--- config.mk ---
export PLATFORM = sky130hd
export DESIGN_NAME = beat_seq
export DESIGN_NICKNAME = d
export VERILOG_FILES = /design/src/rtl/beat_seq_pkg.sv /design/src/rtl/beat_seq_pos_cnt.sv /design/src/rtl/beat_seq.sv
export SDC_FILE = /design/constraint.sdc
export NUM_CORES = 1
export LEC_CHECK = 0
export CAP_MARGIN = 15
export CORE_MARGIN = 1.5
export CORE_UTILIZATION = 50
export CTS_CLUSTER_DIAMETER = 30
export DETAILED_ROUTE_END_ITERATION = 8
export GPL_ROUTABILITY_DRIVEN = 0
export GPL_TIMING_DRIVEN = 0
export PLACE_DENSITY = 0.8
export SLEW_MARGIN = 20
export SYNTH_ARGS = -nofsm -noshare
export SYNTH_HDL_FRONTEND = slang
export SYNTH_HIERARCHICAL = 1
export SYNTH_SLANG_ARGS = --single-unit
export TNS_END_PERCENT = 1
--- constraint.sdc ---
create_clock -name CLK -period 5 [get_ports CLK]
set_input_delay 1.25 -clock CLK [delete_from_list [all_inputs] [get_ports CLK]]
set_output_delay 1.25 -clock CLK [all_outputs]
set_load 0.03 [all_outputs]
--- src/rtl/beat_seq_pkg.sv ---
// Shared constants and state encoding for the beaten-pixel frame sequencer.
package beat_seq_pkg;

  // Mode word layout and ADC sample width shared with the filter datapath.
  localparam int MODE_MAX  = 3;
  localparam int MODE_BEAT = 0;
  localparam int ADC_WIDHT = 12;

  // Sequencer states: waiting for a frame, counting samples, flushing the filter.
  typedef enum logic [1:0] {
    ST_IDLE   = 2'd0,
    ST_ACTIVE = 2'd1,
    ST_FLUSH  = 2'd2
  } beat_state_e;

endpackage

--- src/rtl/beat_seq_pos_cnt.sv ---
// Sample-pair / line position counter for one sensor frame.
// x wraps at PIX_PAIRS-1 and y at LINES-1; LINE_END is a registered pulse on the
// last sample of a line. x_next exposes the value x will take at the next edge so
// the parent can register ENABLE in step with PIX_X.
module beat_pos_cnt #(
  parameter int PIX_PAIRS = 320,
  parameter int LINES     = 288,
  parameter int X_W       = 10,
  parameter int Y_W       = 9
) (
  input  logic           clk,
  input  logic           rst_n,
  input  logic           clr,
  input  logic           adv,
  output logic [X_W-1:0] x,
  output logic [Y_W-1:0] y,
  output logic [X_W-1:0] x_next,
  output logic           line_end,
  output logic           last_sample
);

  logic [X_W-1:0] x_q, x_d;
  logic [Y_W-1:0] y_q, y_d;
  logic           line_end_q, line_end_d;
  logic           last_x;

  assign last_x = (x_q == X_W'(PIX_PAIRS - 1));

  // Next position: clear wins over advance; wrap x at line end and y at frame end.
  always_comb begin
    x_d        = x_q;
    y_d        = y_q;
    line_end_d = 1'b0;
    if (clr) begin
      x_d = '0;
      y_d = '0;
    end else if (adv) begin
      if (last_x) begin
        x_d        = '0;
        line_end_d = 1'b1;
        if (y_q == Y_W'(LINES - 1)) begin
          y_d = '0;
        end else begin
          y_d = y_q + 1'b1;
        end
      end else begin
        x_d = x_q + 1'b1;
      end
    end
  end

  // Position registers.
  always_ff @(posedge clk or negedge rst_n) begin
    if (!rst_n) begin
      x_q        <= '0;
      y_q        <= '0;
      line_end_q <= 1'b0;
    end else begin
      x_q        <= x_d;
      y_q        <= y_d;
      line_end_q <= line_end_d;
    end
  end

  assign x           = x_q;
  assign y           = y_q;
  assign x_next      = x_d;
  assign line_end    = line_end_q;
  assign last_sample = last_x && (y_q == Y_W'(LINES - 1));

endmodule

--- src/rtl/beat_seq.sv ---
// Frame sequencer for the beaten-pixel filter: tracks frame position, gates the
// filter ENABLE (low for the reference-seeding border of each line), flushes the
// filter pipeline after the last sample, and holds the frame-synchronous threshold.
// STATE_DBG exposes the FSM state for observation.
module beat_seq
  import beat_seq_pkg::*;
#(
  parameter int PIX_PAIRS = 320,
  parameter int LINES     = 288,
  parameter int BORDER    = 1,
  parameter int HOLD      = 4,
  parameter int DEF_LEVEL = 200,
  parameter int X_W       = 10,
  parameter int Y_W       = 9
) (
  input  logic                 CLK,
  input  logic                 RST_N,
  input  logic [MODE_MAX:0]    MODE_FPGA,
  input  logic                 FRAME_START,
  input  logic                 SAMPLE_STB,
  input  logic [ADC_WIDHT-1:0] CFG_LEVEL,
  input  logic                 CFG_WE,
  input  logic                 OVR_CLR,
  output logic                 ENABLE,
  output logic [ADC_WIDHT-1:0] BEATEN_PIX_LEVEL,
  output logic [X_W-1:0]       PIX_X,
  output logic [Y_W-1:0]       PIX_Y,
  output logic                 LINE_END,
  output logic                 FRAME_DONE,
  output logic                 OVERRUN,
  output beat_state_e          STATE_DBG
);

  localparam int H_W = $clog2(HOLD + 1);

  beat_state_e          state_q, state_d;
  logic [H_W-1:0]       hold_q, hold_d;
  logic                 enable_q, enable_d;
  logic                 frame_done_q, frame_done_d;
  logic                 overrun_q, overrun_d;
  logic [ADC_WIDHT-1:0] level_q, level_d;
  logic [ADC_WIDHT-1:0] pend_q, pend_d;
  logic                 pend_flag_q, pend_flag_d;

  logic                 mode_on;
  logic                 mode_unused;
  logic                 cnt_adv;
  logic [X_W-1:0]       x_next;
  logic                 last_sample;

  assign mode_on     = MODE_FPGA[MODE_BEAT];
  assign mode_unused = ^MODE_FPGA;
  // Samples only move the counter while a frame is active; FRAME_START takes priority.
  assign cnt_adv     = (state_q == ST_ACTIVE) && SAMPLE_STB && !FRAME_START;

  beat_pos_cnt #(
    .PIX_PAIRS (PIX_PAIRS),
    .LINES     (LINES),
    .X_W       (X_W),
    .Y_W       (Y_W)
  ) u_pos_cnt (
    .clk         (CLK),
    .rst_n       (RST_N),
    .clr         (FRAME_START),
    .adv         (cnt_adv),
    .x           (PIX_X),
    .y           (PIX_Y),
    .x_next      (x_next),
    .line_end    (LINE_END),
    .last_sample (last_sample)
  );

  // FSM next state, flush hold counter, ENABLE and FRAME_DONE.
  always_comb begin
    state_d      = state_q;
    hold_d       = hold_q;
    enable_d     = 1'b0;
    frame_done_d = 1'b0;
    if (FRAME_START) begin
      // Any FRAME_START (re)starts a frame; an aborted frame gives no FRAME_DONE.
      state_d  = ST_ACTIVE;
      hold_d   = '0;
      enable_d = mode_on && (x_next >= X_W'(BORDER));
    end else begin
      case (state_q)
        ST_IDLE: begin
          state_d = ST_IDLE;
        end
        ST_ACTIVE: begin
          enable_d = mode_on && (x_next >= X_W'(BORDER));
          if (cnt_adv && last_sample) begin
            state_d  = ST_FLUSH;
            hold_d   = H_W'(HOLD);
            enable_d = mode_on;
          end
        end
        ST_FLUSH: begin
          // ENABLE stays up for HOLD cycles after the last sample, then FRAME_DONE.
          enable_d = mode_on;
          if (hold_q <= H_W'(1)) begin
            state_d      = ST_IDLE;
            hold_d       = '0;
            enable_d     = 1'b0;
            frame_done_d = 1'b1;
          end else begin
            hold_d = hold_q - 1'b1;
          end
        end
        default: begin
          state_d = ST_IDLE;
        end
      endcase
    end
  end

  // Threshold shadow and sticky OVERRUN; a write coincident with FRAME_START stays pending.
  always_comb begin
    level_d     = level_q;
    pend_d      = pend_q;
    pend_flag_d = pend_flag_q;
    overrun_d   = overrun_q;
    if (FRAME_START && pend_flag_q) begin
      level_d     = pend_q;
      pend_flag_d = 1'b0;
    end
    if (CFG_WE) begin
      pend_d      = CFG_LEVEL;
      pend_flag_d = 1'b1;
    end
    if (OVR_CLR) begin
      overrun_d = 1'b0;
    end
    if (FRAME_START && (state_q != ST_IDLE)) begin
      overrun_d = 1'b1;
    end
  end

  // Control registers.
  always_ff @(posedge CLK or negedge RST_N) begin
    if (!RST_N) begin
      state_q      <= ST_IDLE;
      hold_q       <= '0;
      enable_q     <= 1'b0;
      frame_done_q <= 1'b0;
      overrun_q    <= 1'b0;
      level_q      <= ADC_WIDHT'(DEF_LEVEL);
      pend_q       <= '0;
      pend_flag_q  <= 1'b0;
    end else begin
      state_q      <= state_d;
      hold_q       <= hold_d;
      enable_q     <= enable_d;
      frame_done_q <= frame_done_d;
      overrun_q    <= overrun_d;
      level_q      <= level_d;
      pend_q       <= pend_d;
      pend_flag_q  <= pend_flag_d;
    end
  end

  assign ENABLE           = enable_q;
  assign BEATEN_PIX_LEVEL = level_q;
  assign FRAME_DONE       = frame_done_q;
  assign OVERRUN          = overrun_q;
  assign STATE_DBG        = state_q;

endmodule

==> results of run 1 <==
[cell families after synthesis]
family / count (synthesis) / share of synthesized area (%)
simple gates: 66 / 15.1
flops: 53 / 52.9
compound gates: 28 / 8.66
mux: 28 / 12.4
buf+inv: 17 / 2.94
xor+xnor: 13 / 4.53
fa+ha+maj: 7 / 3.48
[final cells by class]
| cell class | count | area, um^2 |
|---|---|---|
| Clock inverter | 2 | 15.0 |
| Tap cell | 67 | 83.8 |
| Multi-Input combinational cell | 142 | 1110 |
| Fill cell | 369 | 1550 |
| Clock buffer | 6 | 72.6 |
| Timing Repair Buffer | 55 | 548 |
| Buffer | 4 | 25.0 |
| Inverter | 13 | 48.8 |
| Sequential cell | 53 | 1330 |
[registers in the layout, indices dropped and copies added, names as in the netlist]
register            cells
FRAME_DONE              1
BEATEN_PIX_LEVEL       12
OVERRUN                 1
pend_q                 12
pend_flag_q             1
ENABLE                  1
hold_q                  3
u_pos_cnt/y             9
STATE_DBG               2
u_pos_cnt/line_end      1
u_pos_cnt/x            10
[final timing paths]
kind	from	slack (ns)	endpoint	cells past startpoint
worst max-delay path	FRAME_START	1.04	ENABLE	11
worst max register to register	STATE_DBG[1]	2.03	ENABLE	12
worst min register to register	pend_q[11]	0.51	BEATEN_PIX_LEVEL[11]	1
worst min-delay path	pend_q[11]	0.51	BEATEN_PIX_LEVEL[11]	1
max in group asynchronous	RST_N	3.59	u_pos_cnt/line_end	1
min in group asynchronous	RST_N	0.96	u_pos_cnt/x[0]	1
[cell usage in the layout (no fill, tap or decap), drive strengths merged, types with 2 or more instances in the layout]
master / instances
xor2: 6
buf: 4
o2111ai: 2
and3: 2
o22ai: 2
nor4: 5
nand2b: 3
dfstp: 3
dfrtp: 50
clkbuf: 7
nor3: 5
a22o: 2
ha: 7
a21oi: 2
nand2: 16
clkdlybuf4s50: 54
nor2b: 2
a21o: 2
o21ai: 5
mux2: 25
nor2: 15
nand3: 5
clkinvlp: 2
o31a: 2
mux2i: 3
nand4: 5
xnor2: 7
a31o: 2
inv: 13
[power breakdown]
part / total [mW] / switching (mW) / leakage, nW / internal, mW
clock network: 0.236 / 0.137 / 0.0374 / 0.0988
registers: 0.483 / 0.0174 / 0.669 / 0.465
logic: 0.180 / 0.0929 / 0.630 / 0.0873
total: 0.898 / 0.247 / 1.34 / 0.651
[metrics by stage]
stage	hold WS (ns)	util, %	area (um^2)
2_1_floorplan	0.474	-	2510
5_1_grt	0.525	67.6	3230
3_5_place_dp	0.492	65.7	3150
6_report	0.506	67.6	3230
3_3_place_gp	0.481	65.8	3150
4_1_cts	0.513	67.6	3230
[layer usage]
metal	up-vias	GRT usage, %
li1	877	-
met1	914	24.4
met2	52	29.7
met3	8	4.25
met4	0	8.64
met5	-	0
==> results_dict.tcl, run 1 <==
set metrics [dict create \
    outcome "complete, no violations" \
    clockBufferDepth 2 \
    synth_ff_type "dfrtp_1" \
    max_slew_margin_pct 55.2 \
    drive_above_1_share_pct 17.5 \
    numPortBuffers 55 \
    peakVddDrop_mv 0.166 \
    vias 1851 \
    cts_root_buffer "clkbuf_8" \
    cts_tree "done" \
    top_layer "met4" \
    ctsHtreeMaxLevel 2 \
    dr.first_iter.drc_count 72 \
    power_uw 898 \
    die_area_um2 5460 \
    drc 0 \
    hold_buffers 0 \
    cts_buffers 5 \
    wl_per_cell_um 13.9 \
    finClkSkew_ns 0.00583 \
    synth.most_common_cell "dfrtp_1" \
    cp-start-kind "input pin" \
    synth_area_per_cell_um2 11.9 \
    grt_pass1_vias 1725 \
    yosysUniqueCellTypes 49 \
    hpwl_um 3480 \
    grt_pass1_wl_um 7820 \
    dpl.cell_count 334 \
    async_reset_ff_share_pct 100 \
    hold_path_class "flip-flop to flip-flop" \
    fmax_mhz 252 \
    syn_inst 212 \
    nets 303 \
    synth_edf_count 0 \
    route.met3.wl_um 220 \
    report.final.slew_viol_count 0 \
    synth.top_cells.by_count "50 x dfrtp_1, 24 x mux2_2, 15 x nor2_1" \
    clock_sink_count 53 \
    synthesis.area_um2 2510 \
    worstMarginPinSlew_ns 0.665 \
    syn2layout_area_growth_pct 28.6 \
    grt-ovfl-total 0 \
    antenna_cells 0 \
    ys_seq_area_share_pct 52.9 \
    core_um2 4790 \
    die_height_um 73.9 \
    path_cells "clkdlybuf4s50_1 -> and2b_2 -> and2_1 -> buf_2 -> nand4_1 -> or3_1 -> nand2_1 -> nor2_1 -> nor4_1 -> a311oi_1 -> a31o_2" \
    setup_viol 0 \
    grt_antenna_before_repair 0 \
    fin_ws_ns 1.04 \
    final.setup.tns_ns 0 \
    ant_nets 0 \
    fin_crit_ns 3.96 \
    grt_max_degree 54 \
    postCtsSetupBuffers 0 \
    start_util_pct 52.5 \
    crit_slowest_cell "clkdlybuf4s50_1" \
    critPathTopFamily "simple AND/OR/NAND/NOR gates" \
    yosysWarningCount 6 \
    power_density_nw_per_um2 278 \
    power.leakage_nw 1.34 \
    dieWidth_um 73.9 \
    clock_latency_ns 0.30 \
    cts-resized-gates 0 \
    ys_seq_elements 53 \
    critPathBufInv 2 \
    wl_um 4760 \
    cpPeakStageDelay_ns 0.64 \
    post-place-ws_ns 0.765 \
    rsz0062_at_grt "no" \
    routed_via_density 5.41 \
    rows 25 \
    crit_required_ns 5.20 \
    synth_top_cell_by_area "dfrtp_1" \
    wl_met2_um 2310 \
    synth_nets 241 \
    finalCritPeriodShare_pct 79.3 \
    worst-setup-path-type "input pin to flip-flop" \
    cp-end-kind "flip-flop" \
    hold_violations 0 \
    cts.clk_slew.worst_paths_ns 0.09 \
    maxCapViolations 0 \
    ioPinCount 59 \
    worstPathMaxFanout 13 \
    synth_top_area_share_pct 49.8 \
    synthTopCellsByArea "dfrtp_1 50%, mux2_2 11%, ha_1 3.5%" \
    crit_arrival_ns 4.16 \
    grtUsageTotal_pct 18.7 \
    firstDrtPassIters 4 \
    wl_met1_um 2150 \
    final_cell_count_no_fill 342 \
]
No activity file was read; power rests on OpenSTA's default activity.
==> run 2: changes to the inputs <==
==> constraint.sdc (replaced) <==
create_clock -name CLK -period 3.8 [get_ports CLK]
set_input_delay 0.95 -clock CLK [delete_from_list [all_inputs] [get_ports CLK]]
set_output_delay 0.95 -clock CLK [all_outputs]
set_load 0.03 [all_outputs]
==> results_dict.tcl, run 2 (same netlist as run 1, synthesis figures left out) <==
set metrics [dict create \
    setup_viol 0 \
    die_area_um2 5460 \
    power.leakage_nw 1.35 \
    grt_pass1_wl_um 7820 \
    die_height_um 73.9 \
    ioPinCount 59 \
    grtUsageTotal_pct 18.7 \
    rsz0062_at_grt "no" \
    fmax_mhz 305 \
    outcome "complete, no violations" \
    clockBufferDepth 2 \
    clock_sink_count 53 \
    crit_arrival_ns 3.48 \
    seq_power_share_pct 53.7 \
    final_common_cell "clkdlybuf4s50_1" \
    maxCapViolations 0 \
    numPortBuffers 55 \
    grt_antenna_before_repair 0 \
    timing.hold.ws_ns 0.506 \
    finClkSkew_ns 0.00583 \
    wl_um 4770 \
    routed_via_density 5.41 \
    nets 303 \
    antenna_cells 0 \
    wl_per_cell_um 13.9 \
    dieWidth_um 73.9 \
    core_um2 4790 \
    crit_required_ns 4.00 \
    rows 25 \
    dr.first_iter.drc_count 72 \
    fin_ws_ns 0.518 \
    grt-ovfl-total 0 \
    power_mw 1.18 \
    grt_pass1_vias 1725 \
    cts_root_buffer "clkbuf_8" \
    fin_util_pct 67.6 \
    worstMarginPinSlew_ns 0.665 \
    final_cell_mix "53 x clkdlybuf4s50_1, 50 x dfrtp_1, 24 x mux2_2" \
    worst-setup-path-type "input pin to flip-flop" \
    pwr-share-clk_pct 26.2 \
    firstDrtPassIters 4 \
    cts_buffers 5 \
    ctsHtreeMaxLevel 2 \
    vias 1851 \
    fin_crit_ns 3.28 \
    peakVddDrop_mv 0.219 \
    finalCritPeriodShare_pct 86.4 \
    cp-start-kind "input pin" \
    p_comb_share_pct 20.0 \
    report.final.slew_viol_count 0 \
    start_util_pct 52.5 \
    cts_tree "done" \
    post-place-ws_ns -0.135 \
    sw_frac_of_total_pct 27.5 \
    ant_nets 0 \
    max_slew_margin_pct 55.2 \
    final.setup.tns_ns 0 \
    cts.clk_slew.worst_paths_ns 0.09 \
    cp-end-kind "flip-flop" \
    grt_max_degree 54 \
    syn2layout_area_growth_pct 28.7 \
    drc 0 \
    drive_above_1_share_pct 17.5 \
    hold_violations 0 \
    hpwl_um 3480 \
    worstPathMaxFanout 9 \
    p_switching_uw 325 \
    hold_path_class "flip-flop to flip-flop" \
    hold_buffers 0 \
    p_int_uw 857 \
    power_density_nw_per_um2 365 \
    clock_latency_ns 0.30 \
]
## run 2: cell type report
class / instances / area, um^2
buffer: 4 / 25.0
clock buffer: 6 / 72.6
clock inverter: 2 / 15.0
fill: 368 / 1550
inverter: 13 / 48.8
multi-input combinational: 142 / 1110
sequential: 53 / 1330
tap: 67 / 83.8
timing repair buffer: 55 / 551
## run 2: worst paths after layout
| kind | from | to | slack [ns] | cells after the start |
|---|---|---|---|---|
| setup / recovery | SAMPLE_STB | ENABLE | 0.52 | 10 |
| setup reg to reg | STATE_DBG[1] | ENABLE | 0.83 | 12 |
| hold / removal | pend_q[11] | BEATEN_PIX_LEVEL[11] | 0.51 | 1 |
| hold reg to reg | pend_q[11] | BEATEN_PIX_LEVEL[11] | 0.51 | 1 |
| max in group asynchronous | RST_N | u_pos_cnt/line_end | 2.69 | 1 |
| min in group asynchronous | RST_N | u_pos_cnt/x[0] | 0.66 | 1 |
## run 2: what timing repair did
item | CTS | global route
setup buffers | 0 | 0
setup endpoints to repair | 0 | 1
resized for setup | 0 | 1
## run 2: metal layers
layer	up-vias	part of all wire (%)	GRT usage, %
met2	52	49	29.7
met1	914	45	24.4
li1	877	-	-
met5	-	0	0
met3	8	4.6	4.25
met4	0	1.7	8.64
## run 2: critical path, cell delays in order
cell and delay, ns:
clkdlybuf4s50_1 0.55, and2_1 0.16, buf_2 0.20, nand4_1 0.15, or3_1 0.35, nand2_1 0.27, nor2_1 0.13, nor4_1 0.35
a311oi_1 0.14, a31o_2 0.22
## run 2: through the flow
step / std cells / cell area [um^2]
floorplan: 212 / 2510
global placement: 334 / 3150
detailed placement: 334 / 3150
CTS: 342 / 3230
global route: 342 / 3240
finish: 342 / 3240
## run 2: power by group through the flow
stage               combinational (mW)  clock [mW]  sequential [mW]
CTS                              0.240       0.325            0.636
detailed placement               0.239           0            0.647
finish                           0.237       0.310            0.635
global placement                 0.237           0            0.645
global route                     0.254       0.342            0.641
floorplan                       0.0728           0            0.706
==> run 3: changes to the inputs <==
--- a/config.mk
+++ b/config.mk
@@ -6,13 +6,13 @@
 export NUM_CORES = 1
 export LEC_CHECK = 0
 export CAP_MARGIN = 15
-export CORE_MARGIN = 1.5
-export CORE_UTILIZATION = 50
+export CORE_MARGIN = 10
+export CORE_UTILIZATION = 49
 export CTS_CLUSTER_DIAMETER = 30
 export DETAILED_ROUTE_END_ITERATION = 8
 export GPL_ROUTABILITY_DRIVEN = 0
 export GPL_TIMING_DRIVEN = 0
-export PLACE_DENSITY = 0.8
+export PLACE_DENSITY = 0.79
 export SLEW_MARGIN = 20
 export SYNTH_ARGS = -nofsm -noshare
 export SYNTH_HDL_FRONTEND = slang
==> results_dict.tcl, run 3 (same netlist as run 1, synthesis figures left out) <==
set metrics [dict create \
    p_int_uw 925 \
    final_common_cell "clkdlybuf4s50_1" \
    final_cell_count_no_fill 345 \
    dieWidth_um 91.6 \
    grtUsageTotal_pct 12.9 \
    drc 0 \
    cpPeakStageDelay_ns 0.36 \
    cp-start-kind "input pin" \
    grt_pass1_vias 1887 \
    worstMarginPinSlew_ns 0.719 \
    numPortBuffers 55 \
    fin_util_pct 64.7 \
    finClkSkew_ns 0.0102 \
    rsz0062_at_grt "no" \
    crit_arrival_ns 3.43 \
    maxCapViolations 0 \
    cts_tree "done" \
    path_cells "dlymetal6s2s_1 -> and2b_2 -> and2_1 -> buf_2 -> nand4_1 -> or3_1 -> nand2_1 -> nor2_1 -> nor4_1 -> a311oi_1 -> a31o_2" \
    worstPathMaxFanout 13 \
    postCtsSetupBuffers 0 \
    place_area_um2 3150 \
    pwr-share-clk_pct 30.2 \
    peakVddDrop_mv 0.166 \
    clockBufferDepth 2 \
    grt_pass1_wl_um 8990 \
    nets 303 \
    final.setup.tns_ns 0 \
    p_comb_share_pct 19.1 \
    antenna_cells 0 \
    crit_required_ns 3.99 \
    power.leakage_nw 1.37 \
    p_switching_uw 329 \
    firstDrtPassIters 4 \
    cts-resized-gates 0 \
    hpwl_um 3950 \
    drive_above_1_share_pct 17.8 \
    fin_ws_ns 0.561 \
    core_um2 5040 \
    start_util_pct 49.9 \
    max_slew_margin_pct 51.6 \
    min_path_cells 1 \
    design_area_um2 3260 \
    grt_max_degree 54 \
    dr.first_iter.drc_count 74 \
    cts_buffers 5 \
    crit_slowest_cell "or3_1" \
    critPathLaunch "FRAME_START" \
    vias 1791 \
    rr_worst_depth 12 \
    clock_sink_count 53 \
    die_height_um 91.6 \
    worstHoldStart "pend_flag_q" \
    routed_via_density 5.19 \
    sw_frac_of_total_pct 26.2 \
    ctsHtreeMaxLevel 2 \
    grt-ovfl-total 0 \
    hold_path_class "flip-flop to flip-flop" \
    cts.clk_slew.worst_paths_ns 0.09 \
    reg2reg_slack_ns 0.88 \
    clock_latency_ns 0.30 \
    rows 26 \
    grt_antenna_before_repair 0 \
    outcome "complete, no violations" \
    power_mw 1.25 \
    worstReg2RegEnd "ENABLE" \
    report.final.slew_viol_count 0 \
    fin_crit_ns 3.24 \
    final_cell_mix "53 x clkdlybuf4s50_1, 50 x dfrtp_1, 24 x mux2_2" \
    worstReg2RegStart "STATE_DBG[1]" \
    fmax_mhz 309 \
    post-place-ws_ns -0.158 \
    hold_buffers 0 \
    cts_root_buffer "clkbuf_8" \
    syn2layout_area_growth_pct 29.9 \
    power_density_nw_per_um2 384 \
    timing.hold.ws_ns 0.508 \
    seq_power_share_pct 50.7 \
    wl_per_cell_um 15.2 \
    hold_violations 0 \
    setup_viol 0 \
    wl_um 5250 \
    finalCritPeriodShare_pct 85.2 \
    cp-end-kind "flip-flop" \
    ioPinCount 59 \
    ant_nets 0 \
    worst-setup-path-type "input pin to flip-flop" \
    dpl.cell_count 337 \
    whs_endpoint "pend_flag_q" \
    die_area_um2 8400 \
]
-- run 3: final cells by class --
| cell class | instances | area, um^2 |
|---|---|---|
| Buffer | 4 | 25.0 |
| Tap cell | 70 | 87.6 |
| Sequential cell | 53 | 1330 |
| Fill cell | 407 | 1780 |
| Inverter | 13 | 48.8 |
| Clock buffer | 5 | 68.8 |
| Multi-Input combinational cell | 142 | 1110 |
| Clock inverter | 3 | 43.8 |
| Timing Repair Buffer | 55 | 551 |
-- run 3: how the worst max path moves through the flow --
stage / slack (ns) / cells after the start / end
6_report: 0.56 / 11 / ENABLE
5_1_grt: 0.29 / 11 / ENABLE
4_1_cts: 0.14 / 11 / ENABLE
3_5_place_dp: -0.16 / 11 / ENABLE
3_3_place_gp: -0.13 / 11 / ENABLE
2_1_floorplan: 0.97 / 10 / ENABLE
-- run 3: metal layers --
metal	routed length, um	track usage (%)
met3	302	4.56
met5	0	0
met4	63	4.05
met2	2660	21.9
met1	2220	14.8
-- run 3: power by group through the flow --
stage / Combinational [mW] / Sequential, mW / Clock (mW)
after floorplan: 0.0728 / 0.706 / 0
after global placement: 0.239 / 0.646 / 0
after detailed placement: 0.243 / 0.648 / 0
after CTS: 0.244 / 0.637 / 0.393
after global routing: 0.256 / 0.643 / 0.413
final: 0.240 / 0.636 / 0.378
-- run 3: critical path: cells and delay by family --
family          cells  cell delay [ns]
simple gates        7             1.64
buf+inv             2             0.46
compound gates      2             0.38
